**config.mk**
```make
export PLATFORM = sky130hd
export DESIGN_NAME = decode_issue
export DESIGN_NICKNAME = d
export VERILOG_FILES = /design/src/rtl/decode_issue.sv
export SDC_FILE = /design/constraint.sdc
export NUM_CORES = 1
export LEC_CHECK = 0
export ABC_AREA = 1
export ABC_CLOCK_PERIOD_IN_PS = 2700
export CORE_MARGIN = 3
export CORE_UTILIZATION = 30
export DETAILED_ROUTE_END_ITERATION = 8
export PLACE_DENSITY = 0.67
export RECOVER_POWER = 25
export SKIP_LAST_GASP = 1
export SLEW_MARGIN = 15
export SYNTH_ARGS = -nofsm -noshare
export SYNTH_HDL_FRONTEND = slang
export SYNTH_SLANG_ARGS = --single-unit
```
**constraint.sdc**
```tcl
create_clock -name clk -period 2.7 [get_ports clk]
set_input_delay 0.54 -clock clk [delete_from_list [all_inputs] [get_ports clk]]
set_output_delay 0.54 -clock clk [all_outputs]
set_load 0.005 [all_outputs]
```
**src/rtl/decode_issue.sv**
```systemverilog
// -----------------------------------------------------------------------------
// decode_issue
//
// Single-slot decode and issue stage with a scoreboard-free RAW interlock.
// The instruction waiting in the decode slot is checked against a short shift
// pipe of destination registers still in flight (compute, memory, writeback).
// A match stalls the slot, inserts a bubble toward compute and counts one
// stall cycle. A taken-branch flush squashes the slot. The in-flight pipe
// keeps shifting during a flush.
//
// Parameters
//   PEND_DEPTH   number of in-flight stages tracked for hazards
//   STALL_CNT_W  width of the saturating stall-cycle counter
//
// Ports
//   clk, reset             clock, asynchronous active-high reset
//   in_valid, in_ir        instruction offered by fetch
//   in_ready               slot can take in_ir this cycle (combinational)
//   flush                  squash the decode slot
//   Rsrc1, Rsrc2           register-file read addresses (combinational)
//   out_valid ... out_imm  registered issue packet toward compute
//   stall_count            saturating count of hazard-stall cycles
// -----------------------------------------------------------------------------
module decode_issue #(
    parameter int unsigned PEND_DEPTH  = 3,
    parameter int unsigned STALL_CNT_W = 16
) (
    input  logic                   clk,
    input  logic                   reset,
    input  logic                   in_valid,
    input  logic [31:0]            in_ir,
    output logic                   in_ready,
    input  logic                   flush,
    output logic [4:0]             Rsrc1,
    output logic [4:0]             Rsrc2,
    output logic                   out_valid,
    output logic [5:0]             out_opcode,
    output logic [4:0]             out_rdst,
    output logic                   out_rd_we,
    output logic                   out_use_imm,
    output logic [31:0]            out_imm,
    output logic [STALL_CNT_W-1:0] stall_count
);

    // Decode slot
    logic [31:0] ir_q,       ir_d;
    logic        ir_valid_q, ir_valid_d;

    // In-flight destination tracker
    logic [PEND_DEPTH-1:0] pend_valid_q, pend_valid_d;
    logic [4:0]            pend_dst_q [PEND_DEPTH];
    logic [4:0]            pend_dst_d [PEND_DEPTH];

    // Issue packet
    logic        out_valid_q,   out_valid_d;
    logic [5:0]  out_opcode_q,  out_opcode_d;
    logic [4:0]  out_rdst_q,    out_rdst_d;
    logic        out_rd_we_q,   out_rd_we_d;
    logic        out_use_imm_q, out_use_imm_d;
    logic [31:0] out_imm_q,     out_imm_d;

    logic [STALL_CNT_W-1:0] stall_count_q, stall_count_d;

    // Field decode of the held instruction
    logic [4:0]  src1;
    logic [4:0]  src2;
    logic [4:0]  dst;
    logic [10:0] imm11;
    logic [5:0]  opcode;
    logic        writes_reg;
    logic        uses_src2;
    logic [31:0] imm_sext;

    logic hazard;
    logic issue;
    logic accept;
    logic stall;

    always_comb begin
        src1       = ir_q[31:27];
        src2       = ir_q[26:22];
        dst        = ir_q[21:17];
        imm11      = ir_q[16:6];
        opcode     = ir_q[5:0];
        writes_reg = !opcode[5] && (dst != '0);
        uses_src2  = !opcode[4];
        imm_sext   = {{21{imm11[10]}}, imm11};
    end

    // The register file read is combinational and happens before the
    // writeback-stage write lands, so the writeback entry (last pend slot)
    // must still be compared like every other in-flight entry.
    always_comb begin
        hazard = 1'b0;
        for (int unsigned i = 0; i < PEND_DEPTH; i++) begin
            if (pend_valid_q[i]) begin
                if ((src1 != '0) && (pend_dst_q[i] == src1)) begin
                    hazard = 1'b1;
                end
                if (uses_src2 && (src2 != '0) && (pend_dst_q[i] == src2)) begin
                    hazard = 1'b1;
                end
            end
        end
        hazard = hazard && ir_valid_q;
    end

    always_comb begin
        issue    = ir_valid_q && !hazard && !flush;
        stall    = ir_valid_q && hazard && !flush;
        in_ready = !flush && (!ir_valid_q || issue);
        accept   = in_valid && in_ready;
    end

    // Decode slot next state. in_ready is low under flush, so accept and
    // flush never coincide.
    always_comb begin
        ir_d       = ir_q;
        ir_valid_d = ir_valid_q;
        if (flush) begin
            ir_valid_d = 1'b0;
        end else if (accept) begin
            ir_d       = in_ir;
            ir_valid_d = 1'b1;
        end else if (issue) begin
            ir_valid_d = 1'b0;
        end
    end

    // In-flight pipe shifts every cycle, including stall and flush cycles.
    always_comb begin
        pend_valid_d    = '0;
        pend_dst_d[0]   = dst;
        pend_valid_d[0] = issue && writes_reg;
        for (int unsigned i = 1; i < PEND_DEPTH; i++) begin
            pend_valid_d[i] = pend_valid_q[i-1];
            pend_dst_d[i]   = pend_dst_q[i-1];
        end
    end

    // Packet fields hold their last value across bubbles; only out_valid drops.
    always_comb begin
        out_valid_d   = issue;
        out_opcode_d  = out_opcode_q;
        out_rdst_d    = out_rdst_q;
        out_rd_we_d   = out_rd_we_q;
        out_use_imm_d = out_use_imm_q;
        out_imm_d     = out_imm_q;
        if (issue) begin
            out_opcode_d  = opcode;
            out_rdst_d    = dst;
            out_rd_we_d   = writes_reg;
            out_use_imm_d = opcode[4];
            out_imm_d     = imm_sext;
        end
    end

    always_comb begin
        stall_count_d = stall_count_q;
        if (stall && (stall_count_q != '1)) begin
            stall_count_d = stall_count_q + STALL_CNT_W'(1);
        end
    end

    always_ff @(posedge clk or posedge reset) begin
        if (reset) begin
            ir_q          <= '0;
            ir_valid_q    <= 1'b0;
            pend_valid_q  <= '0;
            for (int unsigned i = 0; i < PEND_DEPTH; i++) begin
                pend_dst_q[i] <= '0;
            end
            out_valid_q   <= 1'b0;
            out_opcode_q  <= '0;
            out_rdst_q    <= '0;
            out_rd_we_q   <= 1'b0;
            out_use_imm_q <= 1'b0;
            out_imm_q     <= '0;
            stall_count_q <= '0;
        end else begin
            ir_q          <= ir_d;
            ir_valid_q    <= ir_valid_d;
            pend_valid_q  <= pend_valid_d;
            for (int unsigned i = 0; i < PEND_DEPTH; i++) begin
                pend_dst_q[i] <= pend_dst_d[i];
            end
            out_valid_q   <= out_valid_d;
            out_opcode_q  <= out_opcode_d;
            out_rdst_q    <= out_rdst_d;
            out_rd_we_q   <= out_rd_we_d;
            out_use_imm_q <= out_use_imm_d;
            out_imm_q     <= out_imm_d;
            stall_count_q <= stall_count_d;
        end
    end

    assign Rsrc1       = src1;
    assign Rsrc2       = src2;
    assign out_valid   = out_valid_q;
    assign out_opcode  = out_opcode_q;
    assign out_rdst    = out_rdst_q;
    assign out_rd_we   = out_rd_we_q;
    assign out_use_imm = out_use_imm_q;
    assign out_imm     = out_imm_q;
    assign stall_count = stall_count_q;

endmodule

```
==> results of run 1 <==
==> worst max path at each step <==
stage / start / end / slack, ps / depth (start not counted)
finish: ir_q[27]$_DFFE_PP0P_ / in_ready / 250 / 10
global route: ir_q[27]$_DFFE_PP0P_ / in_ready / 10 / 10
CTS: ir_q[26]$_DFFE_PP0P_ / in_ready / 190 / 10
detailed placement: ir_q[27]$_DFFE_PP0P_ / in_ready / 280 / 10
global placement: ir_q[27]$_DFFE_PP0P_ / in_ready / 320 / 10
floorplan: ir_q[29]$_DFFE_PP0P_ / in_ready / 900 / 10
==> area by class of cell <==
| cell class | count | area (sq um) | area share [%] |
|---|---|---|---|
| multi-input cells | 342 | 1650 | 28.55 |
| well taps | 184 | 230.2 | 3.983 |
| clock inverters | 7 | 75.07 | 1.299 |
| flip-flops and latches | 91 | 2285 | 39.52 |
| clock buffers | 9 | 225.2 | 3.896 |
| repair buffers | 115 | 1131 | 19.57 |
| inverters | 48 | 183.9 | 3.182 |
==> cells by family after synthesis <==
logic type                 synth area share, %
AOI/OAI and AO/OA                        3.161
xor gates and xnor gates                 5.629
DFF                                      50.47
adders and majority gates               0.2773
and+or+nand+nor                          27.51
buffers and inverters                    12.95
==> synth_stat cells (all sizes together) <==
| cell type | count | share of area (%) |
|---|---|---|
| inv | 48 | 4.0 |
| buf | 49 | 8.2 |
| clkbuf | 8 | 0.69 |
| nor4 | 1 | 0.14 |
| a21oi | 2 | 0.22 |
| o31ai | 1 | 0.17 |
| xor2 | 13 | 2.5 |
| xnor2 | 16 | 3.1 |
| nor3 | 6 | 0.67 |
| or3 | 1 | 0.14 |
| nand4 | 38 | 5.3 |
| dfrtp | 91 | 50 |
| nand3 | 13 | 2.1 |
| nor2 | 22 | 1.9 |
| ha | 1 | 0.28 |
| o21ai | 25 | 2.8 |
| nand3b | 1 | 0.17 |
| nand2 | 202 | 17 |
==> repair_timing <==
action | CTS | global route
gates cloned | 0 | 0
setup buffers | 0 | 0
resized for setup | 5 | 3
endpoints found under the hold margin | 0 | 0
endpoints found under the setup margin | 1 | 1
==> routing by layer <==
layer,share of wire [%],vias up
li1,-,1800
met1,47,1655
met2,44,117
met3,7.3,12
met4,1.5,0
met5,0,-
==> worst reg2reg max path, cell delays in order (launching register included) <==
cell and delay, ps:
dfrtp_2 450, nor2_1 120, nand2_1 70, nor2_2 130
nor2_1 70, nand2_1 50, nand2_1 70, nand2_2 70
nand3_4 110, nand2_4 320, nand3_4 450, nand2_1 190
nand2_1 70
==> flip-flops by register name (all words and copies together) (netlist names) <==
name	cells
pend_dst_q	5
out_imm	11
out_opcode	6
pend_valid_q	3
stall_count	16
ir_q	32
out_valid	1
pend_dst_d	10
out_rdst	5
ir_valid_q	1
out_rd_we	1
==> through the flow <==
step	hold slack (ps)	instances	total power, mW	worst slack, ps	util, %
3_3_place_gp	368.4	780	2.585	322.9	37.49
3_5_place_dp	381.7	780	2.595	283.3	37.49
5_1_grt	411.3	796	4.055	9.947	39.47
4_1_cts	396.2	796	3.894	186.5	39.57
2_1_floorplan	354.0	538	2.192	899.4	-
6_report	395.2	796	3.837	247.3	39.47
==> where the power goes <==
group          total (mW)  internal (mW)  switching [mW]  leakage, nW
Combinational       0.841          0.485           0.356         1.35
Sequential           1.71           1.54           0.172         1.16
Clock                1.28          0.724           0.558        0.150
Total                3.84           2.75            1.09         2.66
==> impl_metrics.csv, run 1 <==
group,metric,value,unit
global_routing,use_met2,20.26,%
routing,wl_per_cell,13.56,um
layout,fin_nets,644,
clock_network,cts_buffers,9,
critical_path,path_delay_family,"simple AND/OR/NAND/NOR gates",
timing,clock.fmax,407.7,MHz
critical_path,crit_slowest_cell,"dfrtp_2",
floorplan,fp.dieW,128.6,um
layout,fillers,1502,
global_routing,top_usage_layer,"met2",
critical_path,critPathMaxStageDelay,450,ps
clock_network,cts_max_level,3,
clock_network,cts_sinks,91,
routing,drtAntennaViolNets,0,
global_routing,grt_util_all_layers,13.45,%
yosys,synth_warnings,0,
timing,layout_worst_path_cycle_share,90.84,%
layout,drive_above_1_share,6.699,%
routing,wl,10790,um
global_routing,grt.overflow.total,0,
timing,finalSetupViolations,0,
timing,finalMaxSlewViolations,0,
layout,synthToLayoutAreaGrowth,28.12,%
worst_hold_path,worstHoldPathType,"reg2reg",
global_routing,use_met1,18.28,%
global_routing,grt_pass1_wl,17490,um
global_routing,antenna_found_initial,0,
critical_path,r2r-start,"ir_q[27]$_DFFE_PP0P_",
clock_network,hold_buffers,0,
critical_path,cp.required,2160,ps
floorplan,rows,44,
yosys,synth_area,0.004512,sq mm
run,max_cap_violations,0,
routing,drt_iter0_drc,193,
timing,clock_skew,9.449,ps
power_and_ir_drop,peakVddDrop,0.3546,mV
floorplan,core_area,0.01464,sq mm
timing,max_slew_margin,27.33,%
timing,rsz0062_at_grt,"false",
clock_network,clk_latency,350,ps
critical_path,reg2regPathDepth,12,
critical_path,worstPathMaxFanout,6,
outcome,status,"completed",
layout,final_common_cell,"nand2_1",
routing,dr.pass1.iters,5,
yosys,ys_ff_latch,91,
worst_hold_path,hold_start,"pend_valid_q[1]$_DFF_PP0_",
place,dpl-instance-area,0.005490,sq mm
yosys,synthDistinctLibCells,29,
clock_network,clk_pin_slew,60,ps
floorplan,start_util,30.81,%
place,routabilityCongestion,0.8560,
layout,mostFrequentLayoutCells,"nand2_1, clkdlybuf4s50_1, dfrtp_1",
critical_path,cp-end-kind,"output pin",
timing,worstMarginPinSlew,1090,ps
floorplan,dieArea,0.01655,sq mm
routing,routed_via_density,4.503,
critical_path,setup.worst_path.class,"reg2out",
layout,antenna_cells,0,
critical_path,reg2reg_to,"ir_q[25]$_DFFE_PP0P_",
timing,min_period,2453,ps
routing,vias,3584,
yosys,synth_cells,538,
critical_path,rrSetupSlack,420,ps
power_and_ir_drop,power.density,663.8,mW/mm^2
critical_path,cp_common_cell,"nand2_1",
yosys,synth.avg_cell_area,8.386,sq um
global_routing,grt_pass1_vias,3379,
clock_network,cts_tree,"done",
place,dpl.hpwl,7769,um
floorplan,ios,109,
clock_network,clock-root-buffer,"clkbuf_16",
worst_hold_path,worstHoldEndpoint,"pend_valid_q[2]$_DFF_PP0_",
worst_hold_path,hold_depth,0,
critical_path,crit_arrival,1910,ps
critical_path,critPathLaunchType,"flop",
routing,drc,0,
global_routing,grt_max_degree,49,
clock_network,cts_buffer_depth,2,
yosys,synth.net_count,575,
critical_path,crit_chain,"nor2_1 > nand2_1 > nor2_2 > nor2_1 > nand2_1 > nand2_1 > nand2_2 > nand3_4 > a21oi_1 > clkdlybuf4s15_1",
critical_path,worst-path-buf-inv,1,
power_and_ir_drop,leakagePower,2.663,nW
floorplan,die-height,128.6,um
global_routing,grt_use_met3,3.694,%
timing,finalHoldViolCount,0,
yosys,ys_seq_area_share,50.47,%
layout,postLayoutCellArea,0.005781,sq mm
place,numPortBuffers,108,
timing,finalSetupTns,0,ps
Power figures use the tool's default switching activity.
==> inputs of run 2 (changes only) <==
Settings changed: CORE_UTILIZATION 30 to 45, PLACE_DENSITY 0.67 to 0.89, TNS_END_PERCENT set to 5.
==> impl_metrics.csv, run 2 (synthesized netlist as in run 1, its figures left out) <==
group,metric,value,unit
critical_path,critPathLaunchType,"flop",
place,numPortBuffers,108,
layout,largest_register,"ir_q",
clock_network,cts_sinks,91,
global_routing,use_met2,32.08,%
critical_path,setup.worst_path.end,"in_ready",
routing,routed_via_density,4.972,
global_routing,top_usage_layer,"met2",
critical_path,crit_arrival,2020,ps
routing,dr.pass1.iters,4,
layout,antenna_cells,0,
clock_network,clk_pin_slew,100,ps
layout,fin_nets,648,
timing,finalMaxSlewViolations,0,
critical_path,setup.worst_path.class,"reg2out",
critical_path,r2r-start,"ir_q[29]$_DFFE_PP0P_",
timing,max_slew_margin,19.28,%
timing,finalHoldViolCount,0,
clock_network,cts_tree,"done",
place,routabilityCongestion,0.9191,
floorplan,fp.dieW,106.1,um
critical_path,crit_start,"ir_q[29]$_DFFE_PP0P_",
critical_path,cp.required,2160,ps
layout,drive_above_1_share,7.792,%
critical_path,cp-end-kind,"output pin",
outcome,status,"completed",
global_routing,grt_use_met3,5.950,%
global_routing,grt_pass1_vias,3790,
global_routing,grt_max_degree,92,
place,dpl.hpwl,7803,um
global_routing,antenna_found_initial,0,
routing,wl_per_cell,14.60,um
clock_network,clk_latency,360,ps
timing,clock_skew,12.18,ps
layout,largest_register_ffs,32,
worst_hold_path,worstHoldPathType,"reg2reg",
layout,final_common_cell,"nand2_1",
global_routing,grt.overflow.total,0,
layout,mostFrequentLayoutCells,"nand2_1, clkdlybuf4s50_1, dfrtp_1",
layout,finalNonFillerCells,745,
layout,fillers,819,
clock_network,clock-root-buffer,"clkbuf_8",
run,max_cap_violations,0,
floorplan,dieArea,0.01126,sq mm
clock_network,cts_buffers,9,
layout,synthToLayoutAreaGrowth,25.21,%
routing,wl,10880,um
power_and_ir_drop,leakagePower,2.633,nW
floorplan,core_area,0.009503,sq mm
critical_path,reg2regPathDepth,12,
timing,clock.fmax,390.7,MHz
routing,drc,0,
floorplan,ios,109,
clock_network,cts_max_level,3,
clock_network,cts_buffer_depth,2,
critical_path,worstPathMaxFanout,5,
timing,layout_worst_path_cycle_share,94.79,%
timing,rsz0062_at_grt,"false",
floorplan,rows,35,
critical_path,reg2reg_to,"ir_q[13]$_DFFE_PP0P_",
routing,drtAntennaViolNets,0,
timing,finalSetupTns,0,ps
global_routing,grt_pass1_wl,18110,um
routing,drt_iter0_drc,248,
power_and_ir_drop,power.density,615.9,mW/mm^2
timing,min_period,2559,ps
timing,finalSetupViolations,0,
critical_path,rrSetupSlack,400,ps
clock_network,hold_buffers,0,
floorplan,die-height,106.1,um
global_routing,use_met1,25.40,%
power_and_ir_drop,peakVddDrop,0.4120,mV
place,dp.cells,724,
global_routing,grt_util_all_layers,20.08,%
routing,vias,3704,
floorplan,start_util,47.48,%
timing,worstMarginPinSlew,1211,ps
[run 2: power by group]
| group | total (mW) | switching, mW | leakage [nW] | internal [mW] |
|---|---|---|---|---|
| Sequential | 1.72 | 0.178 | 1.16 | 1.54 |
| Clock | 0.899 | 0.539 | 0.0958 | 0.361 |
| Combinational | 0.861 | 0.366 | 1.38 | 0.495 |
| Total | 3.48 | 1.08 | 2.63 | 2.40 |
[run 2: layout make-up]
cell class | instances | area [sq um] | area share [%]
inverter | 48 | 186.4 | 3.300
clock inverter | 7 | 67.56 | 1.196
clock buffer | 9 | 123.9 | 2.193
tap | 129 | 161.4 | 2.857
timing repair buffer | 119 | 1162 | 20.58
multi-input combinational | 342 | 1662 | 29.41
sequential | 91 | 2286 | 40.47
[run 2: routing by layer]
layer | part of all wire [%] | vias to the layer above | wire length (um)
met5 | 0 | - | 0
met4 | 2.7 | 0 | 289
met3 | 7.4 | 27 | 801
met2 | 47 | 143 | 5081
met1 | 43 | 1733 | 4705
li1 | - | 1801 | -
[run 2: timing repair]
item,CTS,global route
buffers inserted,3,2
pin swaps,0,0
gates resized for setup,6,4
setup endpoints to repair,1,1
[run 2: worst min-delay path by stage]
stage | start | end | slack (ps) | cells past startpoint
2_1_floorplan | pend_valid_q[1]$_DFF_PP0_ | pend_valid_q[2]$_DFF_PP0_ | 350 | 0
3_3_place_gp | pend_valid_q[1]$_DFF_PP0_ | pend_valid_q[2]$_DFF_PP0_ | 380 | 0
3_5_place_dp | pend_valid_q[1]$_DFF_PP0_ | pend_valid_q[2]$_DFF_PP0_ | 370 | 0
4_1_cts | pend_valid_q[1]$_DFF_PP0_ | pend_valid_q[2]$_DFF_PP0_ | 400 | 0
5_1_grt | pend_valid_q[0]$_DFF_PP0_ | pend_valid_q[1]$_DFF_PP0_ | 420 | 0
6_report | pend_valid_q[1]$_DFF_PP0_ | pend_valid_q[2]$_DFF_PP0_ | 400 | 0
[run 2: worst max-delay path, cell delays in order, from the launching register on]
cell and delay (ps):
dfrtp_2 440, buf_4 160, xnor2_2 170, nand2_1 70, nor2_1 150, nand2_1 80
nand2_1 80, nand2_2 60, nand3_4 120, a21oi_2 70, dlygate4sd2_1 260
[run 2: metrics by stage]
stage                     setup slack (ps)  total power [mW]  hold slack, ps  area [sq um]  util, %
after floorplan                      899.4             2.192           354.0          4516        -
after global placement               335.1             2.568           375.7          5414    56.97
after detailed placement             297.6             2.591           365.7          5414    56.97
after CTS                            163.2             3.497           397.0          5633    59.28
after global routing                 20.06             3.688           420.7          5649    59.45
final                                140.8             3.480           395.3          5649    59.45
==> inputs of run 3 (changes only) <==
Settings changed: GPL_ROUTABILITY_DRIVEN set to 0.
==> impl_metrics.csv, run 3 (synthesized netlist as in run 1, its figures left out) <==
group,metric,value,unit
outcome,status,"completed",
routing,vias,3759,
floorplan,dieArea,0.01126,sq mm
routing,drtAntennaViolNets,0,
worst_hold_path,worstHoldPathType,"reg2reg",
timing,finalSetupViolations,0,
floorplan,die-height,106.1,um
layout,drive_above_1_share,7.967,%
power_and_ir_drop,leakagePower,2.629,nW
power_and_ir_drop,netSwitchingFraction,30.94,%
clock_network,cts_sinks,91,
timing,finalHoldViolCount,0,
routing,dr.pass1.iters,5,
global_routing,grt_util_all_layers,19.41,%
place,numPortBuffers,108,
floorplan,core_area,0.009503,sq mm
timing,worstMarginPinSlew,1202,ps
critical_path,cp.required,2950,ps
global_routing,antenna_found_initial,0,
place,dpl-instance-area,0.005406,sq mm
critical_path,rrSetupSlack,260,ps
layout,largest_register_ffs,32,
worst_hold_path,hold_depth,0,
critical_path,reg2regPathDepth,12,
power_and_ir_drop,pwr-share-clk,25.1,%
clock_network,cts_buffers,9,
power_and_ir_drop,seqPwrFrac,49.9,%
critical_path,setup.worst_path.class,"reg2reg",
routing,wl,10600,um
critical_path,crit_arrival,2680,ps
timing,clock_skew,11.75,ps
critical_path,r2r-start,"ir_q[24]$_DFFE_PP0P_",
clock_network,clk_latency,360,ps
routing,drc,0,
layout,mostFrequentLayoutCells,"nand2_1, clkdlybuf4s50_1, dfrtp_1",
routing,wl_per_cell,14.25,um
place,dp.cells,723,
run,max_cap_violations,0,
critical_path,worstPathMaxFanout,34,
timing,min_period,2435,ps
clock_network,clock-root-buffer,"clkbuf_8",
timing,max_slew_margin,19.85,%
global_routing,grt.overflow.total,0,
timing,finalSetupTns,0,ps
layout,largest_register,"ir_q",
power_and_ir_drop,peakVddDrop,0.3210,mV
layout,antenna_cells,0,
worst_hold_path,hold_start,"pend_valid_q[1]$_DFF_PP0_",
global_routing,grt_max_degree,92,
worst_hold_path,worstHoldEndpoint,"pend_valid_q[2]$_DFF_PP0_",
floorplan,rows,35,
clock_network,cts_tree,"done",
layout,final_util,59.35,%
global_routing,grt_pass1_wl,17790,um
routing,drt_iter0_drc,248,
layout,synthToLayoutAreaGrowth,25.01,%
timing,finalMaxSlewViolations,0,
clock_network,cts_max_level,3,
critical_path,reg2reg_to,"ir_q[17]$_DFFE_PP0P_",
timing,clock.fmax,410.7,MHz
power_and_ir_drop,p_int,2.383,mW
routing,routed_via_density,5.052,
critical_path,critPathLaunchType,"flop",
place,dpl.hpwl,7689,um
floorplan,fp.dieW,106.1,um
layout,fin_nets,647,
power_and_ir_drop,power_frac_comb,25.0,%
clock_network,clk_pin_slew,100,ps
timing,layout_worst_path_cycle_share,90.19,%
timing,rsz0062_at_grt,"false",
power_and_ir_drop,power.density,611.7,mW/mm^2
floorplan,ios,109,
power_and_ir_drop,p_switching,1.067,mW
layout,postLayoutCellArea,0.005640,sq mm
layout,finalNonFillerCells,744,
critical_path,cp-end-kind,"flop",
clock_network,cts_buffer_depth,2,
floorplan,start_util,47.48,%
layout,final_common_cell,"nand2_1",
global_routing,grt_pass1_vias,3745,
==> run 3: changes by cell type in the layout (fill, tap and decap cells not counted), sizes merged <==
cell	before	now
buf	10	9
inv	51	50
clkinv	2	3
dlygate4sd2	1	0
dlymetal6s2s	0	1
==> run 3: routing by layer <==
layer / global-route usage [%] / up-vias / wire, um
met5: 0 / - / 0
met4: 7.031 / 0 / 261
met3: 4.432 / 19 / 719
met2: 32.81 / 149 / 5130
met1: 24.38 / 1785 / 4490
li1: - / 1806 / -
==> run 3: area by class of cell <==
cell class,count,area (sq um)
timing repair buffer,118,1159
inverter,48,186.4
tap,129,161.4
sequential,91,2287
multi-input combinational,342,1664
clock inverter,7,58.81
clock buffer,9,123.9
fill,778,3862
==> run 3: worst max path at each step <==
stage / start / end / slack [ps] / cells after the start
2_1_floorplan: ir_q[29]$_DFFE_PP0P_ / in_ready / 900 / 10
3_3_place_gp: ir_q[29]$_DFFE_PP0P_ / in_ready / 350 / 10
3_5_place_dp: ir_q[24]$_DFFE_PP0P_ / in_ready / 260 / 10
4_1_cts: ir_q[24]$_DFFE_PP0P_ / in_ready / 4 / 10
5_1_grt: ir_q[24]$_DFFE_PP0P_ / ir_q[17]$_DFFE_PP0P_ / 90 / 13
6_report: ir_q[24]$_DFFE_PP0P_ / ir_q[17]$_DFFE_PP0P_ / 260 / 12
==> run 3: through the flow <==
| stage | setup WS [ps] | hold slack (ps) | total power [mW] |
|---|---|---|---|
| finish | 265.0 | 408.2 | 3.450 |
| global route | 88.12 | 422.4 | 3.632 |
| CTS | 4.136 | 403.9 | 3.457 |
| detailed placement | 258.2 | 366.1 | 2.593 |
| global placement | 348.7 | 368.0 | 2.554 |
| floorplan | 899.4 | 354.0 | 2.192 |
==> run 3: timing repair <==
action,CTS,global route
setup endpoints to repair,1,1
hold buffers,0,0
resized for setup,9,5
pin swaps,1,0
buffers inserted,2,3
==> run 3: power groups by stage <==
stage               combinational, mW  clock [mW]  sequential (mW)
global route                    0.953       0.929             1.75
detailed placement              0.854           0             1.74
floorplan                       0.498           0             1.69
finish                          0.863       0.866             1.72
global placement                0.825           0             1.73
CTS                             0.865       0.873             1.72
==> run 3: worst max-delay path, stage by stage (launching register included) <==
cell and delay (ps):
dfrtp_2 470, buf_4 150, xor2_1 180, nor2_1 80
nand3_1 70, nand2_1 60, nand2_2 70, nand3_4 80
buf_4 160, nand2_4 280, nand3_4 420, nand2_1 210
nand2_1 70
